### src/rtl/cpu_pkg.sv
// Shared CPU types for the execute/writeback slice: flag bit positions, the
// EX/WB buffer occupancy states and the buffered-entry record.
package cpu_pkg;

  localparam int FLAG_Z = 3;
  localparam int FLAG_V = 2;
  localparam int FLAG_N = 1;
  localparam int FLAG_C = 0;

  localparam int EXWB_DW = 32;
  localparam int EXWB_AW = 5;

  typedef enum logic [1:0] {
    EMPTY = 2'd0,
    ONE   = 2'd1,
    TWO   = 2'd2
  } exwb_state_t;

  typedef struct packed {
    logic [EXWB_DW-1:0] f;
    logic [3:0]         zvnc;
    logic [EXWB_AW-1:0] rd;
    logic               rwe;
    logic               sf;
  } exwb_entry_t;

endpackage

### src/rtl/ex_wb_entry_buf.sv
// Two-entry head/skid buffer with occupancy FSM. in_ready and out_valid are
// both derived from registers, so no input reaches an output combinationally.
module ex_wb_entry_buf
  import cpu_pkg::*;
(
  input  logic        clk,
  input  logic        rst_n,
  input  logic        flush,
  input  logic        in_valid,
  output logic        in_ready,
  input  exwb_entry_t in_entry,
  input  logic        out_ready,
  output logic        out_valid,
  output exwb_entry_t head,
  output exwb_entry_t skid,
  output exwb_state_t state
);

  exwb_state_t state_q, state_d;
  exwb_entry_t head_q, head_d;
  exwb_entry_t skid_q, skid_d;
  logic        ready_q;
  logic        accept;
  logic        commit;

  assign accept = in_valid & ready_q;
  assign commit = (state_q != EMPTY) & out_ready;

  always_comb begin
    // NOTE: every target gets a default before the case so no path leaves it unassigned (no latch).
    state_d = state_q;
    head_d  = head_q;
    skid_d  = skid_q;
    case (state_q)
      EMPTY: begin
        if (accept) begin
          head_d  = in_entry;
          state_d = ONE;
        end
      end
      ONE: begin
        if (accept && commit) begin
          head_d = in_entry;
        end else if (accept) begin
          skid_d  = in_entry;
          state_d = TWO;
        end else if (commit) begin
          state_d = EMPTY;
        end
      end
      TWO: begin
        if (commit) begin
          head_d  = skid_q;
          state_d = ONE;
        end
      end
      default: state_d = EMPTY;
    endcase
    // Flush empties the buffer; any data loaded above is unreachable once EMPTY.
    if (flush) state_d = EMPTY;
  end

  always_ff @(posedge clk) begin
    if (!rst_n) begin
      // NOTE: storage is reset as well as state because wb_* and fwd_* must read zero out of reset.
      state_q <= EMPTY;
      ready_q <= 1'b0;
      head_q  <= '0;
      skid_q  <= '0;
    end else begin
      // NOTE: non-blocking assignments so every register samples the pre-edge values.
      state_q <= state_d;
      ready_q <= (state_d != TWO);
      head_q  <= head_d;
      skid_q  <= skid_d;
    end
  end

  assign in_ready  = ready_q;
  assign out_valid = (state_q != EMPTY);
  assign head      = head_q;
  assign skid      = skid_q;
  assign state     = state_q;

endmodule

### src/rtl/ex_wb_stage.sv
// Execute-to-writeback stage: skid-buffered ALU results, ordered register-file
// writeback, ZVNC status register. Operand bypass enabled by EXWB_FWD_EN.
module ex_wb_stage
  import cpu_pkg::*;
#(
  parameter int DW      = EXWB_DW,
  parameter int AW      = EXWB_AW,
  parameter bit ZERO_R0 = 1'b1
) (
  input  logic          clk,
  input  logic          rst_n,
  input  logic          flush,
  input  logic          in_valid,
  output logic          in_ready,
  input  logic [DW-1:0] in_f,
  input  logic [3:0]    in_zvnc,
  input  logic [AW-1:0] in_rd,
  input  logic          in_rwe,
  input  logic          in_sf,
  output logic          wb_valid,
  input  logic          wb_ready,
  output logic [DW-1:0] wb_data,
  output logic [AW-1:0] wb_rd,
  output logic          wb_we,
  output logic [3:0]    status_zvnc,
  output logic          fwd_valid,
  output logic [AW-1:0] fwd_rd,
  output logic [DW-1:0] fwd_data
);

  exwb_entry_t in_entry;
  exwb_entry_t head;
  exwb_entry_t skid;
  exwb_state_t state;
  logic        commit;

  assign in_entry = '{f: in_f, zvnc: in_zvnc, rd: in_rd, rwe: in_rwe, sf: in_sf};

  ex_wb_entry_buf u_buf (
    .clk       (clk),
    .rst_n     (rst_n),
    .flush     (flush),
    .in_valid  (in_valid),
    .in_ready  (in_ready),
    .in_entry  (in_entry),
    .out_ready (wb_ready),
    .out_valid (wb_valid),
    .head      (head),
    .skid      (skid),
    .state     (state)
  );

  assign commit = wb_valid & wb_ready;

  // A commit coinciding with flush still retires the head, so it still updates flags.
  always_ff @(posedge clk) begin
    if (!rst_n) begin
      status_zvnc <= 4'b0000;
    end else if (commit && head.sf) begin
      status_zvnc <= head.zvnc;
    end
  end

  assign wb_data = head.f;
  assign wb_rd   = head.rd;
  assign wb_we   = head.rwe & ~(ZERO_R0 & (head.rd == '0));

`ifdef EXWB_FWD_EN
  exwb_entry_t youngest;
  logic        youngest_live;

  // Youngest entry is the skid when two are buffered, otherwise the head.
  assign youngest      = (state == TWO) ? skid : head;
  assign youngest_live = (state != EMPTY) && youngest.rwe;
  assign fwd_valid     = youngest_live;
  assign fwd_rd        = youngest_live ? youngest.rd : '0;
  assign fwd_data      = youngest_live ? youngest.f  : '0;
`else
  logic unused_skid;

  assign unused_skid = ^{skid, state};
  assign fwd_valid   = 1'b0;
  assign fwd_rd      = '0;
  assign fwd_data    = '0;
`endif

endmodule

### config.mk
export PLATFORM = sky130hd
export DESIGN_NAME = ex_wb_stage
export DESIGN_NICKNAME = d
export VERILOG_FILES = /design/src/rtl/cpu_pkg.sv /design/src/rtl/ex_wb_entry_buf.sv /design/src/rtl/ex_wb_stage.sv
export SDC_FILE = /design/constraint.sdc
export NUM_CORES = 1
export LEC_CHECK = 0
export BUFFER_PORTS_ARGS = -buffer_cell sky130_fd_sc_hd__buf_2
export CAP_MARGIN = 20
export CORE_MARGIN = 10
export CORE_UTILIZATION = 45
export CTS_CLUSTER_SIZE = 12
export DETAILED_ROUTE_END_ITERATION = 12
export PLACE_DENSITY = 0.72
export SYNTH_ARGS = -nofsm -noshare
export SYNTH_HDL_FRONTEND = slang
export SYNTH_HIERARCHICAL = 1
export SYNTH_SLANG_ARGS = --single-unit
### constraint.sdc
create_clock -name clk -period 1.7 [get_ports clk]
set_input_delay 0.34 -clock clk [delete_from_list [all_inputs] [get_ports clk]]
set_output_delay 0.34 -clock clk [all_outputs]
set_load 0.05 [all_outputs]
### After elaboration in Yosys (flattened, before gate mapping)

Index checks and enable logic that the tools add are counted.

| word-level totals | value |
|---|---|
| register bits | 93 |
| output and inout bits | 82 |
| bits of input ports | 48 |

| cells by class | value |
|---|---|
| reduce and logical (&&, ||, !) cells | 8 |
| muxes and demuxes | 11 |
| bitwise operators | 5 |
| equal/unequal tests | 6 |

Operator list:

| operator | count |
|---|---|
| 2-to-1 mux 43 bit | 3 |
| one-hot mux 43 bit (3 select lines) | 1 |
| 2-to-1 mux 2 bit | 6 |
| one-hot mux 2 bit (3 select lines) | 1 |
| logical NOT 5 bit | 1 |
| != test 2 x 1 -> 1 bit (second input constant) | 2 |
| != test 2 bit (second input constant) | 2 |
| AND reduction 4 bit | 1 |
| AND 1 bit | 3 |
| AND reduction 3 bit | 1 |
| nonzero test 3 bit | 1 |
| == test 2 x 1 -> 1 bit (second input constant) | 1 |
| == test 2 bit (second input constant) | 1 |
| logical AND 1 bit | 2 |
| logical NOT 2 bit | 1 |
| inverter 1 bit | 2 |
| nonzero test 2 bit | 1 |

### Longest topological paths before layout

| logic depth | value |
|---|---|
| depth after elaboration | 8 |
| gate-level depth with buffers | 6 |

### Modules after synthesis

Netlist, hierarchy kept.

Modules (own cells, without submodules):

| module | area an instance (um2) | seq. area each (um2) | cells each | instances |
|---|---|---|---|---|
| ex_wb_entry_buf | 3662.3 | 1781.7 | 398 | 1 |
| ex_wb_stage | 467.9 | 80.1 | 60 | 1 |

### Worst setup path after synthesis

No wires, ideal clock.

| path | value |
|---|---|
| kind | reg-to-reg |
| start | register u_buf.ready_q, in the netlist u_buf/in_ready |
| end | register u_buf.skid_q, in the netlist u_buf/skid[10] |
| data required time | 1.584 ns |
| clock period less this slack | 1.742 ns |
| path buffers | 2 |
| setup slack | -0.042 ns |
| arrival | 1.625 ns |
| cell stages (with the launch flop) | 7 |
| cells stage by stage | dfxtp_1 nand2_2 or3_1 buf_2 buf_6 nand2_1 a21boi_1 |

| on the way | value |
|---|---|
| longest elaborated chain between the ends | 4 |

Ends and longest elaborated chain:

| item | RTL line | text |
|---|---|---|
| start, declared | ex_wb_entry_buf.sv:22 | `logic ready_q;` |
| start signal, assigned | ex_wb_entry_buf.sv:73 | `ready_q <= (state_d != TWO);` |
| AND 1 bit (*) | ex_wb_entry_buf.sv:26 | `assign accept = in_valid & ready_q;` |
| logical AND 1 bit | ex_wb_entry_buf.sv:42 | `if (accept && commit) begin` |
| inverter 1 bit (no line) | - |  |
| AND reduction 3 bit (no line) (*) | - |  |
| end signal, assigned | ex_wb_entry_buf.sv:75 | `skid_q <= skid_d;` |
| end, declared | ex_wb_entry_buf.sv:21 | `exwb_entry_t skid_q, skid_d;` |

Mark *: on every way between the ends. The rest lies on a longest branch, timed or not.
A chain may end at the register's enable or synchronous reset.

### Worst setup path after layout

| path | value |
|---|---|
| start | register u_buf.head_q, in the netlist u_buf/head[2] |
| end | output port wb_we |

| on the way | value |
|---|---|
| longest elaborated chain between the ends | 3 |

Ends and longest elaborated chain:

| item | RTL line | text |
|---|---|---|
| start, declared | ex_wb_entry_buf.sv:20 | `exwb_entry_t head_q, head_d;` |
| start signal, assigned | ex_wb_entry_buf.sv:68 | `head_q <= '0;` |
| start signal, assigned | ex_wb_entry_buf.sv:74 | `head_q <= head_d;` |
| logical NOT 5 bit | ex_wb_stage.sv:66 | `assign wb_we = head.rwe & ~(ZERO_R0 & (head.rd == '0));` |
| inverter 1 bit | ex_wb_stage.sv:66 |  |
| AND 1 bit | ex_wb_stage.sv:66 |  |
| end, declared | ex_wb_stage.sv:24 | `output logic wb_we,` |

Every way passes these cells.

==> metrics.yaml <==
hp-class: "in2reg"
die_w_um: 116
io_buffers: 91
fillerInstances: 832
cts_root_buf: "clkbuf_8"
via_count: 3211
skew_ps: 12.8
worst_ep_required_time_ps: 1360
totalPowerFinal_mw: 4.59
rows: 34
cts_buffers: 9
place_congestion: 0.745
syn_avg_cell_area_um2: 9.02
netlist_instances: 458
p_per_area_nw_per_um2: 972
cp_max_fo: 3
final_util_pct: 53.4
regArea_um2: 1870
ys.flop_type: "dfxtp_1"
drtAntennaViolNets: 0
placed_area_um2: 4520
die_height_um: 116
synth_top_area_cell: "dfxtp_1"
worstSetupEndpointType: "output pin"
worstPathCellList: "or4_1 > o21a_2 > buf_6"
hold_violations: 0
antenna_found_initial: 0
synth_edf_count: 0
core_um2: 8850
overflow: 0
die-area_um2: 13400
cts_max_path_buffers: 2
max_stage_delay_ps: 520
io_pins: 130
report.final.slew_viol_count: 0
design_area_um2: 4720
drv_cap: 0
violations: "negative setup slack"
multi_input_area_um2: 1900
path_clk_slew_ps: 100
ir_drop_mv: 0.528
status: "finished, violations left"
clock_sinks: 93
grt_pass1_vias: 3184
synthTopCellsByArea: "dfxtp_1, mux2i_1, nand2_1"
grtUsageTotal_pct: 14.1
async_flop_share_pct: 0
diodes: 0
cts_tree: "built"
synth.cell_area_um2: 4130
worst_path_max_delay_cell: "or4_1"
fin_ws_ps: -218
period_share_pct: 113
final_nets: 582
htree_num_levels: 3
drtIter0Drc: 158
rsz0062_at_grt: "yes"
firstDrtPassIters: 4
synth_top_area_share_pct: 45.1
post-dp-hpwl_mm: 6.59
syn_to_final_growth_pct: 14.4
worstSetupPathType: "reg2out"
drive_gt1_share_pct: 23.7
setup_violations: 1
power_leakage_nw: 2.27
setup-tns-final_ps: -218
routedWlPerCell_um: 14.7
holdBufCountCts: 0
yosysUniqueCellTypes: 31
grt_pass1_wl_mm: 15.5
grt_max_degree: 53
ys_seq_area_share_pct: 45.1
cp-start-kind: "register"
synth_seq_cells: 93
arrival_ps: 1580
drt-total-wl_mm: 9.48
post-route-min-period_ps: 1920
yosys_warnings: 6
clock_latency_ps: 360
drc: 0
via_per_inst: 4.96
max_freq_mhz: 521
initial_core_util_pct: 46.7
## flip-flops by register name, summed over array words and instances, names as in the netlist
signal          flops
status_zvnc         4
u_buf/in_ready      1
u_buf/skid         43
u_buf/head         43
u_buf/state         2
## what timing repair did
item | CTS | global route
setup endpoints to repair | 2 | 1
setup buffers | 0 | 0
resized for setup | 3 | 1
## per-layer routing
metal / vias to the layer above / track usage, % / part of all wire (%)
met5: - / 0 / 0
met4: 0 / 4.50 / 0.88
met3: 8 / 5.37 / 9.1
met2: 91 / 23.5 / 45
met1: 1483 / 16.4 / 45
li1: 1629 / - / -
## area by class of cell
type | count | share of cell area, %
flip-flops and latches | 93 | 39.5
clock buffers | 9 | 2.62
well taps | 108 | 2.86
multi-input cells | 329 | 40.3
repair buffers | 101 | 13.2
clock inverters | 7 | 1.56
## cell usage after synthesis (all sizes together) (2+ instances only)
| cell | count |
|---|---|
| o21a | 2 |
| nor2b | 2 |
| nand2 | 96 |
| dfxtp | 93 |
| clkbuf | 10 |
| buf | 63 |
| mux2i | 48 |
| a21oi | 43 |
| a21boi | 43 |
| o21ai | 43 |
| nand2b | 2 |
## per-stage QoR
| stage | setup WS (ps) | cells | hold WS, ps |
|---|---|---|---|
| floorplan | 32.2 | 495 | 434 |
| global placement | 161 | 631 | 440 |
| detailed placement | 131 | 631 | 444 |
| CTS | -236 | 647 | 202 |
| global route | -264 | 647 | 205 |
| finish | -218 | 647 | 219 |
## power by group
part | internal (mW) | total (mW) | switching (mW)
combinational | 0.192 | 0.804 | 0.613
sequential | 2.26 | 2.30 | 0.0410
clock | 0.688 | 1.49 | 0.801
## path summary, 6_finish.rpt
path             startpoint        endpoint  slack (ps)  cells past startpoint
max reg2reg  u_buf/state[0]  u_buf/head[29]         190                      4
max           u_buf/head[2]           wb_we        -220                      3
min reg2reg  u_buf/skid[37]  u_buf/skid[37]         460                      2
min                in_f[14]  u_buf/skid[25]         220                      3
## cells by family (layout without fill, tap and decap cells)
| family | Yosys count | after routing | synth area share (%) |
|---|---|---|---|
| AO/OA/AOI/OAI | 134 | 134 | 19.4 |
| buffers and inverters | 73 | 117 | 12.3 |
| flip-flops | 93 | 93 | 45.1 |
| multiplexers | 48 | 48 | 11.6 |
| other | 1 | 38 | 0.0908 |
| AND/OR/NAND/NOR | 109 | 109 | 11.4 |
## worst max-delay path: cells and delay by family (launching register included)
| kind | cells | cell delay, ps |
|---|---|---|
| AOI/OAI and AO/OA | 1 | 210 |
| buffers and inverters | 1 | 150 |
| DFF | 1 | 340 |
| and+or+nand+nor | 1 | 520 |
## layout by cell type (no fill, tap or decap), types with 2 or more instances in the layout
cell and n:
o21ai_0 43, nand2_1 95, dfxtp_1 90, a21boi_1 40, dfxtp_2 3, clkinv_2 2, clkbuf_8 9, a21boi_0 3
buf_4 3, buf_2 90, inv_6 2, conb_1 38, mux2i_1 48, buf_12 7, a21oi_1 43
No activity file was read; power rests on OpenSTA's default activity.
